==> src/rtl/hazard_stall_ctl_if.sv <==
// Pipeline-control bundle between the decode-side hazard controller and the core.
// Master drives instruction/handshake inputs; slave (the controller) drives pipeline controls.
interface hazard_stall_ctl_if;
  logic [31:0] instruction_fd;
  logic [31:0] instruction_de;
  logic        mem_read_de;
  logic        branch_taken_de;
  logic        mem_req_em;
  logic        mem_ack;
  logic        pc_write;
  logic        fd_write;
  logic        fd_flush;
  logic        stall_ctl;
  logic        freeze;
  logic        mem_timeout;
  logic [15:0] loaduse_cnt;
  logic [15:0] flush_cnt;
  logic [15:0] memwait_cnt;

  modport master (
    output instruction_fd, instruction_de, mem_read_de, branch_taken_de, mem_req_em, mem_ack,
    input  pc_write, fd_write, fd_flush, stall_ctl, freeze, mem_timeout,
    input  loaduse_cnt, flush_cnt, memwait_cnt
  );

  modport slave (
    input  instruction_fd, instruction_de, mem_read_de, branch_taken_de, mem_req_em, mem_ack,
    output pc_write, fd_write, fd_flush, stall_ctl, freeze, mem_timeout,
    output loaduse_cnt, flush_cnt, memwait_cnt
  );
endinterface

==> src/rtl/hazard_stall_ctl.sv <==
// Hazard/stall sequencer for the 5-stage MIPS pipeline: load-use bubbles, multi-cycle branch flush, memory-wait freeze.
// Optional event counters are built only when HAZARD_STALL_STATS_EN is defined.
module hazard_stall_ctl #(
  parameter int FLUSH_CYCLES = 1,
  parameter int MEM_TIMEOUT  = 15
) (
  input logic               clock,
  input logic               reset,
  hazard_stall_ctl_if.slave bus
);

  typedef enum logic [1:0] {
    ST_RUN     = 2'd0,
    ST_FLUSH   = 2'd1,
    ST_MEMWAIT = 2'd2
  } state_t;

  localparam logic [2:0] FLUSH_RELOAD = 3'(FLUSH_CYCLES - 1);
  localparam logic [7:0] TIMEOUT_LIM  = 8'(MEM_TIMEOUT);

  state_t     r_state;
  logic [2:0] r_fcnt;
  logic [7:0] r_wcnt;
  logic       r_timeout;

  logic [5:0] w_op_fd;
  logic [4:0] w_rs_fd;
  logic [4:0] w_rt_fd;
  logic [4:0] w_rt_de;
  logic       w_uses_rt;
  logic       w_hazard;
  logic       w_mem_stall;
  logic       w_do_freeze;
  logic       w_do_flush;
  logic       w_do_loaduse;
  logic       w_flush_cont;
  logic [7:0] w_wcnt_nxt;
  logic       w_unused_bits;

  assign w_op_fd     = bus.instruction_fd[31:26];
  assign w_rs_fd     = bus.instruction_fd[25:21];
  assign w_rt_fd     = bus.instruction_fd[20:16];
  assign w_rt_de     = bus.instruction_de[20:16];
  assign w_mem_stall = bus.mem_req_em & ~bus.mem_ack;
  assign w_unused_bits = ^{bus.instruction_fd[15:0], bus.instruction_de[31:21], bus.instruction_de[15:0]};

  // R-type, beq, bne and sw read rt as a source register
  always_comb begin
    case (w_op_fd)
      6'h00, 6'h04, 6'h05, 6'h2B: w_uses_rt = 1'b1;
      default:                    w_uses_rt = 1'b0;
    endcase
  end

  assign w_hazard = bus.mem_read_de && (w_rt_de != 5'd0) &&
                    ((w_rt_de == w_rs_fd) || (w_uses_rt && (w_rt_de == w_rt_fd)));

  // Classify the cycle: memory wait beats branch flush beats load-use
  always_comb begin
    w_do_freeze  = 1'b0;
    w_do_flush   = 1'b0;
    w_do_loaduse = 1'b0;
    case (r_state)
      ST_RUN: begin
        if (w_mem_stall) begin
          w_do_freeze = 1'b1;
        end else if (bus.branch_taken_de) begin
          w_do_flush = 1'b1;
        end else begin
          w_do_loaduse = w_hazard;
        end
      end
      ST_FLUSH: begin
        if (w_mem_stall) begin
          w_do_freeze = 1'b1;
        end else begin
          w_do_flush = 1'b1;
        end
      end
      ST_MEMWAIT: begin
        if (!bus.mem_ack) begin
          w_do_freeze = 1'b1;
        end else if ((r_fcnt != 3'd0) || bus.branch_taken_de) begin
          w_do_flush = 1'b1;
        end else begin
          w_do_loaduse = w_hazard;
        end
      end
      default: begin
        w_do_freeze  = 1'b0;
        w_do_flush   = 1'b0;
        w_do_loaduse = 1'b0;
      end
    endcase
  end

  // An interrupted flush resumes from its held count instead of restarting
  assign w_flush_cont = (r_state == ST_FLUSH) || ((r_state == ST_MEMWAIT) && (r_fcnt != 3'd0));

  // Wait count after this cycle: first frozen cycle loads 1, later ones saturate at 255
  always_comb begin
    if (r_state == ST_MEMWAIT) begin
      w_wcnt_nxt = (r_wcnt == 8'hFF) ? r_wcnt : (r_wcnt + 8'd1);
    end else begin
      w_wcnt_nxt = 8'd1;
    end
  end

  // Pipeline control outputs, forced to the bubble/flush pattern while in reset
  always_comb begin
    if (reset) begin
      bus.pc_write  = 1'b0;
      bus.fd_write  = 1'b0;
      bus.fd_flush  = 1'b1;
      bus.stall_ctl = 1'b1;
      bus.freeze    = 1'b0;
    end else if (w_do_freeze) begin
      bus.pc_write  = 1'b0;
      bus.fd_write  = 1'b0;
      bus.fd_flush  = 1'b0;
      bus.stall_ctl = 1'b0;
      bus.freeze    = 1'b1;
    end else if (w_do_flush) begin
      bus.pc_write  = 1'b1;
      bus.fd_write  = 1'b0;
      bus.fd_flush  = 1'b1;
      bus.stall_ctl = 1'b1;
      bus.freeze    = 1'b0;
    end else if (w_do_loaduse) begin
      bus.pc_write  = 1'b0;
      bus.fd_write  = 1'b0;
      bus.fd_flush  = 1'b0;
      bus.stall_ctl = 1'b1;
      bus.freeze    = 1'b0;
    end else begin
      bus.pc_write  = 1'b1;
      bus.fd_write  = 1'b1;
      bus.fd_flush  = 1'b0;
      bus.stall_ctl = 1'b0;
      bus.freeze    = 1'b0;
    end
  end

  // Sequencer state, flush/wait counters and sticky timeout flag
  always_ff @(posedge clock or posedge reset) begin
    if (reset) begin
      r_state   <= ST_RUN;
      r_fcnt    <= 3'd0;
      r_wcnt    <= 8'd0;
      r_timeout <= 1'b0;
    end else if (w_do_freeze) begin
      r_state <= ST_MEMWAIT;
      r_wcnt  <= w_wcnt_nxt;
      if (w_wcnt_nxt >= TIMEOUT_LIM) begin
        r_timeout <= 1'b1;
      end
    end else if (w_do_flush) begin
      r_wcnt <= 8'd0;
      if (w_flush_cont) begin
        r_fcnt  <= (r_fcnt == 3'd0) ? 3'd0 : (r_fcnt - 3'd1);
        r_state <= (r_fcnt <= 3'd1) ? ST_RUN : ST_FLUSH;
      end else if (FLUSH_CYCLES > 1) begin
        r_fcnt  <= FLUSH_RELOAD;
        r_state <= ST_FLUSH;
      end else begin
        r_fcnt  <= 3'd0;
        r_state <= ST_RUN;
      end
    end else begin
      r_state <= ST_RUN;
      r_wcnt  <= 8'd0;
    end
  end

  assign bus.mem_timeout = r_timeout;

`ifdef HAZARD_STALL_STATS_EN
  logic [15:0] r_loaduse_cnt;
  logic [15:0] r_flush_cnt;
  logic [15:0] r_memwait_cnt;

  // Saturating event counters
  always_ff @(posedge clock or posedge reset) begin
    if (reset) begin
      r_loaduse_cnt <= 16'd0;
      r_flush_cnt   <= 16'd0;
      r_memwait_cnt <= 16'd0;
    end else begin
      if (w_do_loaduse && (r_loaduse_cnt != 16'hFFFF)) begin
        r_loaduse_cnt <= r_loaduse_cnt + 16'd1;
      end
      if (w_do_flush && (r_flush_cnt != 16'hFFFF)) begin
        r_flush_cnt <= r_flush_cnt + 16'd1;
      end
      if (w_do_freeze && (r_memwait_cnt != 16'hFFFF)) begin
        r_memwait_cnt <= r_memwait_cnt + 16'd1;
      end
    end
  end

  assign bus.loaduse_cnt = r_loaduse_cnt;
  assign bus.flush_cnt   = r_flush_cnt;
  assign bus.memwait_cnt = r_memwait_cnt;
`else
  assign bus.loaduse_cnt = 16'd0;
  assign bus.flush_cnt   = 16'd0;
  assign bus.memwait_cnt = 16'd0;
`endif

endmodule

==> src/flat_wrapper.sv <==
// flat-port wrapper written by rule: the top's interface ports become plain ports
module hazard_stall_ctl_flat 
#(
  parameter int FLUSH_CYCLES = 1,
  parameter int MEM_TIMEOUT  = 15
)
  (clock, reset, bus_instruction_fd, bus_instruction_de, bus_mem_read_de, bus_branch_taken_de, bus_mem_req_em, bus_mem_ack, bus_pc_write, bus_fd_write, bus_fd_flush, bus_stall_ctl, bus_freeze, bus_mem_timeout, bus_loaduse_cnt, bus_flush_cnt, bus_memwait_cnt);
  hazard_stall_ctl_if bus_i ();
  input logic clock;
  input logic reset;
  input wire logic [$bits(bus_i.instruction_fd)-1:0] bus_instruction_fd;
  input wire logic [$bits(bus_i.instruction_de)-1:0] bus_instruction_de;
  input wire logic [$bits(bus_i.mem_read_de)-1:0] bus_mem_read_de;
  input wire logic [$bits(bus_i.branch_taken_de)-1:0] bus_branch_taken_de;
  input wire logic [$bits(bus_i.mem_req_em)-1:0] bus_mem_req_em;
  input wire logic [$bits(bus_i.mem_ack)-1:0] bus_mem_ack;
  output wire logic [$bits(bus_i.pc_write)-1:0] bus_pc_write;
  output wire logic [$bits(bus_i.fd_write)-1:0] bus_fd_write;
  output wire logic [$bits(bus_i.fd_flush)-1:0] bus_fd_flush;
  output wire logic [$bits(bus_i.stall_ctl)-1:0] bus_stall_ctl;
  output wire logic [$bits(bus_i.freeze)-1:0] bus_freeze;
  output wire logic [$bits(bus_i.mem_timeout)-1:0] bus_mem_timeout;
  output wire logic [$bits(bus_i.loaduse_cnt)-1:0] bus_loaduse_cnt;
  output wire logic [$bits(bus_i.flush_cnt)-1:0] bus_flush_cnt;
  output wire logic [$bits(bus_i.memwait_cnt)-1:0] bus_memwait_cnt;
  assign bus_i.instruction_fd = bus_instruction_fd;
  assign bus_i.instruction_de = bus_instruction_de;
  assign bus_i.mem_read_de = bus_mem_read_de;
  assign bus_i.branch_taken_de = bus_branch_taken_de;
  assign bus_i.mem_req_em = bus_mem_req_em;
  assign bus_i.mem_ack = bus_mem_ack;
  assign bus_pc_write = bus_i.pc_write;
  assign bus_fd_write = bus_i.fd_write;
  assign bus_fd_flush = bus_i.fd_flush;
  assign bus_stall_ctl = bus_i.stall_ctl;
  assign bus_freeze = bus_i.freeze;
  assign bus_mem_timeout = bus_i.mem_timeout;
  assign bus_loaduse_cnt = bus_i.loaduse_cnt;
  assign bus_flush_cnt = bus_i.flush_cnt;
  assign bus_memwait_cnt = bus_i.memwait_cnt;
  hazard_stall_ctl #(.FLUSH_CYCLES(FLUSH_CYCLES), .MEM_TIMEOUT(MEM_TIMEOUT)) u_core (.clock(clock), .reset(reset), .bus(bus_i));
endmodule
==> config.mk <==
export PLATFORM = sky130hd
export DESIGN_NAME = hazard_stall_ctl_flat
export DESIGN_NICKNAME = d
export VERILOG_FILES = /design/src/rtl/hazard_stall_ctl_if.sv /design/src/rtl/hazard_stall_ctl.sv /design/src/flat_wrapper.sv
export SDC_FILE = /design/constraint.sdc
export NUM_CORES = 1
export LEC_CHECK = 0
export CAP_MARGIN = 20
export CORE_ASPECT_RATIO = 1.2
export CORE_MARGIN = 1.5
export CORE_UTILIZATION = 31
export CTS_BUF_LIST = sky130_fd_sc_hd__clkbuf_16
export CTS_CLUSTER_DIAMETER = 40
export DETAILED_ROUTE_END_ITERATION = 6
export PLACE_DENSITY = 0.8
export SETUP_SLACK_MARGIN = 0.4
export SLEW_MARGIN = 10
export SYNTH_ARGS = -nofsm -noshare
export SYNTH_HDL_FRONTEND = slang
export SYNTH_SLANG_ARGS = --single-unit
==> constraint.sdc <==
create_clock -name clock -period 2.4 [get_ports clock]
set_input_delay 0.24 -clock clock [delete_from_list [all_inputs] [get_ports clock]]
set_output_delay 0.24 -clock clock [all_outputs]
set_load 0.05 [all_outputs]
==> metrics.md, run 1 <==
| Metric | Value |
|---|---|
| Die span in x | `63.91 um` |
| Seq/Total Area, Yosys | `25.39%` |
| FF+latch area | `350.3 um2` |
| Multi-input gate area | `875.8 um2` |
| Top cell type's share of synthesized area | `26.11%` |
| WP data arrival | `1.80 ns` |
| Largest net degree at the start of global routing | `15` |
| GRT Residual Overflow | `0` |
| Number of global-route vias before repair | `1047` |
| CTS Buffer Depth | `2` |
| Worst r2r path cells | `5` |
| Mapped Area | `1380 um2` |
| Reg-to-Reg Start | `u_core.r_wcnt[0]` |
| Total Neg Setup Slack | `0 ns` |
| Initial antenna violation count | `0` |
| Final worst-path cycle share | `84.86%` |
| Layout Skew | `0.003457 ns` |
| Syn_area_per_cell | `8.467 um2` |
| Worst reg2reg setup slack | `0.54 ns` |
| Top FF cell, synth | `dfrtp_1` |
| Hold WC Path Type | `input port to asynchronous set/reset pin` |
| IO Port Bufs | `32` |
| Largest cells by area after synthesis | `buf_4 26%, dfrtp_1 25%, xnor2_1 4.4%` |
| Post-DR wirelength/cell | `11.50 um` |
| Fin nets | `276` |
| Worst slew pin tran | `0.5108 ns` |
| Final WL | `2968 um` |
| IO Count | `124` |
| CTS tree | `yes` |
| RePlAce Congestion | `0.7979` |
| Max Fclk | `491.0 MHz` |
| Final setup viols | `0` |
| Layout cell share with drive strength beyond 1 | `17.82%` |
| Total number of vias | `1143` |
| Initial Util | `32.38%` |
| Clock Latency Late Sink | `0.24 ns` |
| Clk root buf | `clkbuf_16` |
| Number of synthesized register bits | `14` |
| First-pass GRT wire length | `4623 um` |
| H-tree levels | `1` |
| Floorplan row count | `26` |
| RSZ-0062 raised after global routing | `true` |
| Final hold vios | `0` |
| CORE AREA | `4262 um2` |
| Clk pin slew, worst setup/hold paths | `0.05 ns` |
| Slew Viols, Final | `0` |
| Minimum clock period | `2.037 ns` |
| CP required | `2.16 ns` |
| Fill cells | `437` |
| Synth warn | `0` |
| Diode count | `0` |
| Slew headroom | `65.84%` |
| Post-synth EDFFs | `0` |
| Ys async rst share | `100.0%` |
| Residual DRC | `0` |
| WS Path Type | `register to output port` |
| WHS | `0.4501 ns` |
| Clk sink count | `14` |
| Vias per cell | `4.430` |
| Most common cell after layout, fill and taps aside | `conb_1` |
| CP Capture Type | `output port` |
| Crit path launch type | `register` |
| Post-detail-place hpwl | `2265 um` |
| Status | `finished clean` |
| Max-cap violations | `0` |
| DR iter-0 viols | `23` |
| Hold_buf cts | `0` |
| First-pass DRT Iterations | `4` |
| Cts bufs inserted | `3` |
| Post-Synthesis Cells | `163` |
| Leakage power | `0.8009 nW` |
| Die height | `76.09 um` |
| Most frequent cells in the layout | `48 x conb_1, 14 x dfrtp_1, 13 x clkdlybuf4s50_1` |
| Critical path peak fanout | `4` |
| FF-to-FF End | `u_core.bus.mem_timeout` |
| Yosys top cell by area | `buf_4` |
| Die area | `4863 um2` |
| Worst IR drop on VDD | `0.3890 mV` |
| Post-synth cell types | `41` |
| Pwr dens | `491.0 nW/um2` |
| GR Util All Layers | `11.91%` |
| Area Growth Syn to Fin | `29.19%` |
| Final ANT Viol Nets | `0` |
[Yosys cell counts, drive strengths merged, types with 2 or more instances]
master and instances:
a211oi 3, a21o 2, a21oi 3, a31oi 3, and2 2, and3 2, and4 2, buf 50
clkbuf 2, dfrtp 14, ha 3, inv 5, nand2 7, nand2b 4, nand3 5, nand4 3
nor2 5, nor2b 4, nor3 7, nor4 3, o21ai 5, or4 2, xnor2 7, xor2 5
[critical path: stages, from the launching register on]
cell	delay (ns)
dfrtp_1	0.40
nor2_2	0.14
ha_2	0.20
nor2b_2	0.06
o311ai_4	0.23
and2_4	0.20
inv_4	0.04
nor3_4	0.11
buf_6	0.18
[how the worst max path moves through the flow]
stage / start / to / slack (ns) / cells after the start
4_1_cts: u_core.r_fcnt[1] / bus_fd_write / 0.34 / 8
3_5_place_dp: bus_instruction_fd[27] / bus_pc_write / 0.03 / 7
6_report: u_core.r_fcnt[0] / bus_fd_write / 0.36 / 8
2_1_floorplan: u_core.r_fcnt[0] / bus_fd_write / 0.11 / 7
3_3_place_gp: bus_instruction_fd[27] / bus_pc_write / 0.04 / 7
5_1_grt: u_core.r_fcnt[0] / bus_fd_write / 0.25 / 9
[routing by layer]
| metal | vias up | share of wire, % | track usage (%) |
|---|---|---|---|
| li1 | 554 | - | - |
| met1 | 549 | 36 | 12.29 |
| met4 | 0 | 0.34 | 3.261 |
| met3 | 2 | 4.4 | 3.545 |
| met5 | - | 0 | 0 |
| met2 | 38 | 59 | 22.60 |
[cells by family (layout without fill, tap and decap cells)]
logic type,Yosys count,count (layout),synth area share [%]
AO/OA/AOI/OAI,27,27,15.32
adder cells (fa/ha/maj),3,3,2.720
XOR/XNOR,12,12,7.616
flip-flops,14,14,25.39
buffers and inverters,57,49,28.74
AND/OR/NAND/NOR,49,49,19.95
other,1,48,0.2717
[timing repair]
item | 4_1_cts | 5_1_grt
resized for setup | 39 | 3
setup buffers | 4 | 1
cloned | 0 | 0
pin swaps | 15 | 5
setup endpoints to repair | 4 | 4
[sequential cells by signal, summed over array words and instances, names as in the netlist]
| register | flops |
|---|---|
| u_core.r_fcnt | 3 |
| u_core.r_state | 2 |
| u_core.bus.mem_timeout | 1 |
| u_core.r_wcnt | 8 |
[per-stage QoR]
stage	utilization, %	std cells	setup slack [ns]	area (um2)	power [mW]
5_1_grt	41.84	258	0.2488	1783	0.9092
3_5_place_dp	38.31	249	0.03091	1633	0.5578
3_3_place_gp	38.31	249	0.04162	1633	0.5560
6_report	41.84	258	0.3633	1783	0.8754
2_1_floorplan	-	210	0.1148	1573	0.5383
4_1_cts	41.31	257	0.3355	1760	0.8808
[layout make-up]
type | count | area share [%]
clock buffers | 3 | 4.211
multi-input cells | 139 | 49.12
flip-flops and latches | 14 | 19.65
clock inverters | 1 | 0.2105
repair buffers | 40 | 21.68
inverters | 5 | 1.193
well taps | 56 | 3.930
[power breakdown]
part	leakage (nW)	internal (mW)	total, mW	switching, mW
sequential	0.193	0.240	0.245	0.00528
clock	0.0385	0.220	0.318	0.0974
combinational	0.570	0.0761	0.313	0.236
(Power assumes the default switching activity.)
==> run 2: changes to the inputs <==
--- a/config.mk
+++ b/config.mk
@@ -8,11 +8,11 @@
 export CAP_MARGIN = 20
 export CORE_ASPECT_RATIO = 1.2
 export CORE_MARGIN = 1.5
-export CORE_UTILIZATION = 31
+export CORE_UTILIZATION = 28
 export CTS_BUF_LIST = sky130_fd_sc_hd__clkbuf_16
 export CTS_CLUSTER_DIAMETER = 40
 export DETAILED_ROUTE_END_ITERATION = 6
-export PLACE_DENSITY = 0.8
+export PLACE_DENSITY = 0.77
 export SETUP_SLACK_MARGIN = 0.4
 export SLEW_MARGIN = 10
 export SYNTH_ARGS = -nofsm -noshare
==> constraint.sdc (replaced) <==
create_clock -name clock -period 1.8 [get_ports clock]
set_input_delay 0.18 -clock clock [delete_from_list [all_inputs] [get_ports clock]]
set_output_delay 0.18 -clock clock [all_outputs]
set_load 0.05 [all_outputs]
==> metrics.md, run 2 (synthesis gave the netlist of run 1 again) <==
| Metric | Value |
|---|---|
| Hold WC Path Type | `input port to register (was input port to asynchronous set/reset pin)` |
| RePlAce Congestion | `0.8961 (was 0.7979)` |
| IO Count | `124 (unchanged)` |
| Multi-input gate area | `1059 um2 (was 875.8 um2)` |
| Die height | `79.91 um (was 76.09 um)` |
| Max Fclk | `486.6 MHz` |
| Fin nets | `309 (was 276)` |
| CP required | `1.62 ns (was 2.16 ns)` |
| Crit path launch type | `register (unchanged)` |
| Die area | `5361 um2 (was 4863 um2)` |
| H-tree levels | `1 (unchanged)` |
| CTS tree | `yes (unchanged)` |
| Largest net degree at the start of global routing | `15 (unchanged)` |
| Post-route setup slack | `-0.2549 ns (was 0.3633 ns)` |
| Comb pwr share | `41.6% (was 35.7%)` |
| WS Path Type | `register to output port (unchanged)` |
| RSZ-0062 raised after global routing | `true (unchanged)` |
| Internal Pwr Total | `0.7795 mW (was 0.5363 mW)` |
| Vias per cell | `4.634 (was 4.430)` |
| GRT Residual Overflow | `0 (unchanged)` |
| Final hold vios | `0 (unchanged)` |
| Final Util | `48.98% (was 41.84%)` |
| Pwr dens | `557.0 nW/um2 (was 491.0 nW/um2)` |
| Violated checks | `negative setup slack` |
| Top Registers | `u_core.r_wcnt x8, u_core.r_fcnt x3, u_core.r_state x2 (unchanged)` |
| Initial antenna violation count | `0 (unchanged)` |
| Leakage power | `1.020 nW (was 0.8009 nW)` |
| Max-cap violations | `0 (unchanged)` |
| DR iter-0 viols | `32 (was 23)` |
| Die span in x | `67.09 um (was 63.91 um)` |
| NetSw | `0.4923 mW (was 0.3391 mW)` |
| Minimum clock period | `2.055 ns` |
| WP data arrival | `1.87 ns (was 1.80 ns)` |
| Most frequent cells in the layout | `48 x conb_1, 27 x buf_4, 16 x buf_6 (was 48 x conb_1, 14 x dfrtp_1, 13 x clkdlybuf4s50_1)` |
| Final worst-path cycle share | `114.2%` |
| Status | `finished, violations left (was finished clean)` |
| Critical path peak fanout | `3 (was 4)` |
| IO Port Bufs | `32 (unchanged)` |
| GR Util All Layers | `13.51% (was 11.91%)` |
| Final WL | `4217 um (was 2968 um)` |
| Hold_buf cts | `0 (unchanged)` |
| Most common cell after layout, fill and taps aside | `conb_1 (unchanged)` |
| Clk root buf | `clkbuf_16 (unchanged)` |
| Clock power frac | `32.6% (was 36.3%)` |
| Clock Latency Late Sink | `0.24 ns (about the same)` |
| Initial Util | `29.60% (was 32.38%)` |
| Area Growth Syn to Fin | `65.46% (was 29.19%)` |
| Post-detail-place hpwl | `2600 um (was 2265 um)` |
| Clk pin slew, worst setup/hold paths | `0.05 ns (about the same)` |
| Fill cells | `410 (was 437)` |
| CORE AREA | `4662 um2 (was 4262 um2)` |
| Layout cell share with drive strength beyond 1 | `37.61% (was 17.82%)` |
| Largest register FFs | `8 (unchanged)` |
| CP Capture Type | `output port (unchanged)` |
| Cts bufs inserted | `3 (unchanged)` |
| Clk sink count | `14 (unchanged)` |
| Slew Viols, Final | `0 (unchanged)` |
| Flop pwr share | `25.8% (was 28.0%)` |
| Final setup viols | `6 (was 0)` |
| Residual DRC | `0 (unchanged)` |
| Final ANT Viol Nets | `0 (unchanged)` |
| Layout Skew | `0.005690 ns (was 0.003457 ns)` |
| Worst IR drop on VDD | `0.4880 mV (was 0.3890 mV)` |
| Setup WS pre-CTS | `-0.4963 ns (was 0.03091 ns)` |
| Sw Share | `38.71% (was 38.74%)` |
| Total number of vias | `1353 (was 1143)` |
| Biggest register | `u_core.r_wcnt (unchanged)` |
| CTS Buffer Depth | `2 (unchanged)` |
| FF+latch area | `355.3 um2 (was 350.3 um2)` |
| Post-DR wirelength/cell | `14.44 um (was 11.50 um)` |
| First-pass GRT wire length | `5506 um (was 4623 um)` |
| Diode count | `0 (unchanged)` |
| First-pass DRT Iterations | `4 (unchanged)` |
| Number of global-route vias before repair | `1188 (was 1047)` |
| Floorplan row count | `27 (was 26)` |
run 2: area by class of cell:
type,instances,share of cell area [%]
inverter,5,1.096
tap,58,3.178
timing repair buffer,73,30.52
clock buffer,3,3.288
sequential,14,15.56
multi-input combinational,139,46.36
run 2: path summary, 6_finish.rpt:
check,slack [ns],to,from,cells after the start
max in group asynchronous,1.14,u_core.r_state[0],reset,3
hold reg to reg,0.52,u_core.bus.mem_timeout,u_core.bus.mem_timeout,2
setup / recovery,-0.25,bus_pc_write,u_core.r_fcnt[1],9
hold / removal,0.43,u_core.r_wcnt[4],bus_mem_ack,3
setup reg to reg,-0.02,u_core.r_fcnt[1],u_core.r_fcnt[1],9
min in group asynchronous,0.47,u_core.r_wcnt[2],reset,3
run 2: metal layers:
layer	routed length [um]	up-vias	track usage, %
li1	-	627	-
met1	1536	655	15.36
met2	2391	63	23.37
met3	230	8	3.526
met4	59	0	5.714
met5	0	-	0
run 2: timing repair:
item	4_1_cts	5_1_grt
pin swaps	18	5
resized for setup	55	27
endpoints found under the setup margin	17	18
setup buffers	8	9
run 2: power by group through the flow:
stage / Clock (mW) / Combinational [mW] / Sequential [mW]
2_1_floorplan: 0 / 0.394 / 0.330
3_3_place_gp: 0 / 0.443 / 0.331
3_5_place_dp: 0 / 0.448 / 0.331
4_1_cts: 0.423 / 0.478 / 0.326
5_1_grt: 0.436 / 0.554 / 0.328
6_report: 0.415 / 0.529 / 0.328
run 2: through the flow:
stage	std cells	cell area, um2	total power, mW	setup TNS [ns]	hold WS [ns]
2_1_floorplan	210	1627	0.7238	-0.5749	0.07426
3_3_place_gp	272	1846	0.7738	-1.390	0.4971
3_5_place_dp	272	1846	0.7791	-1.438	0.4853
4_1_cts	283	2115	1.227	-0.9030	0.4129
5_1_grt	292	2283	1.318	-1.443	0.4256
6_report	292	2283	1.272	-1.051	0.4252
run 2: critical path, stage by stage (launching register included):
cell	delay (ns)
dfrtp_1	0.38
nor2_2	0.14
ha_2	0.22
nor2b_4	0.06
nor3_4	0.15
o2111ai_4	0.15
a21oi_4	0.20
buf_6	0.13
nor3_4	0.03
buf_6	0.16
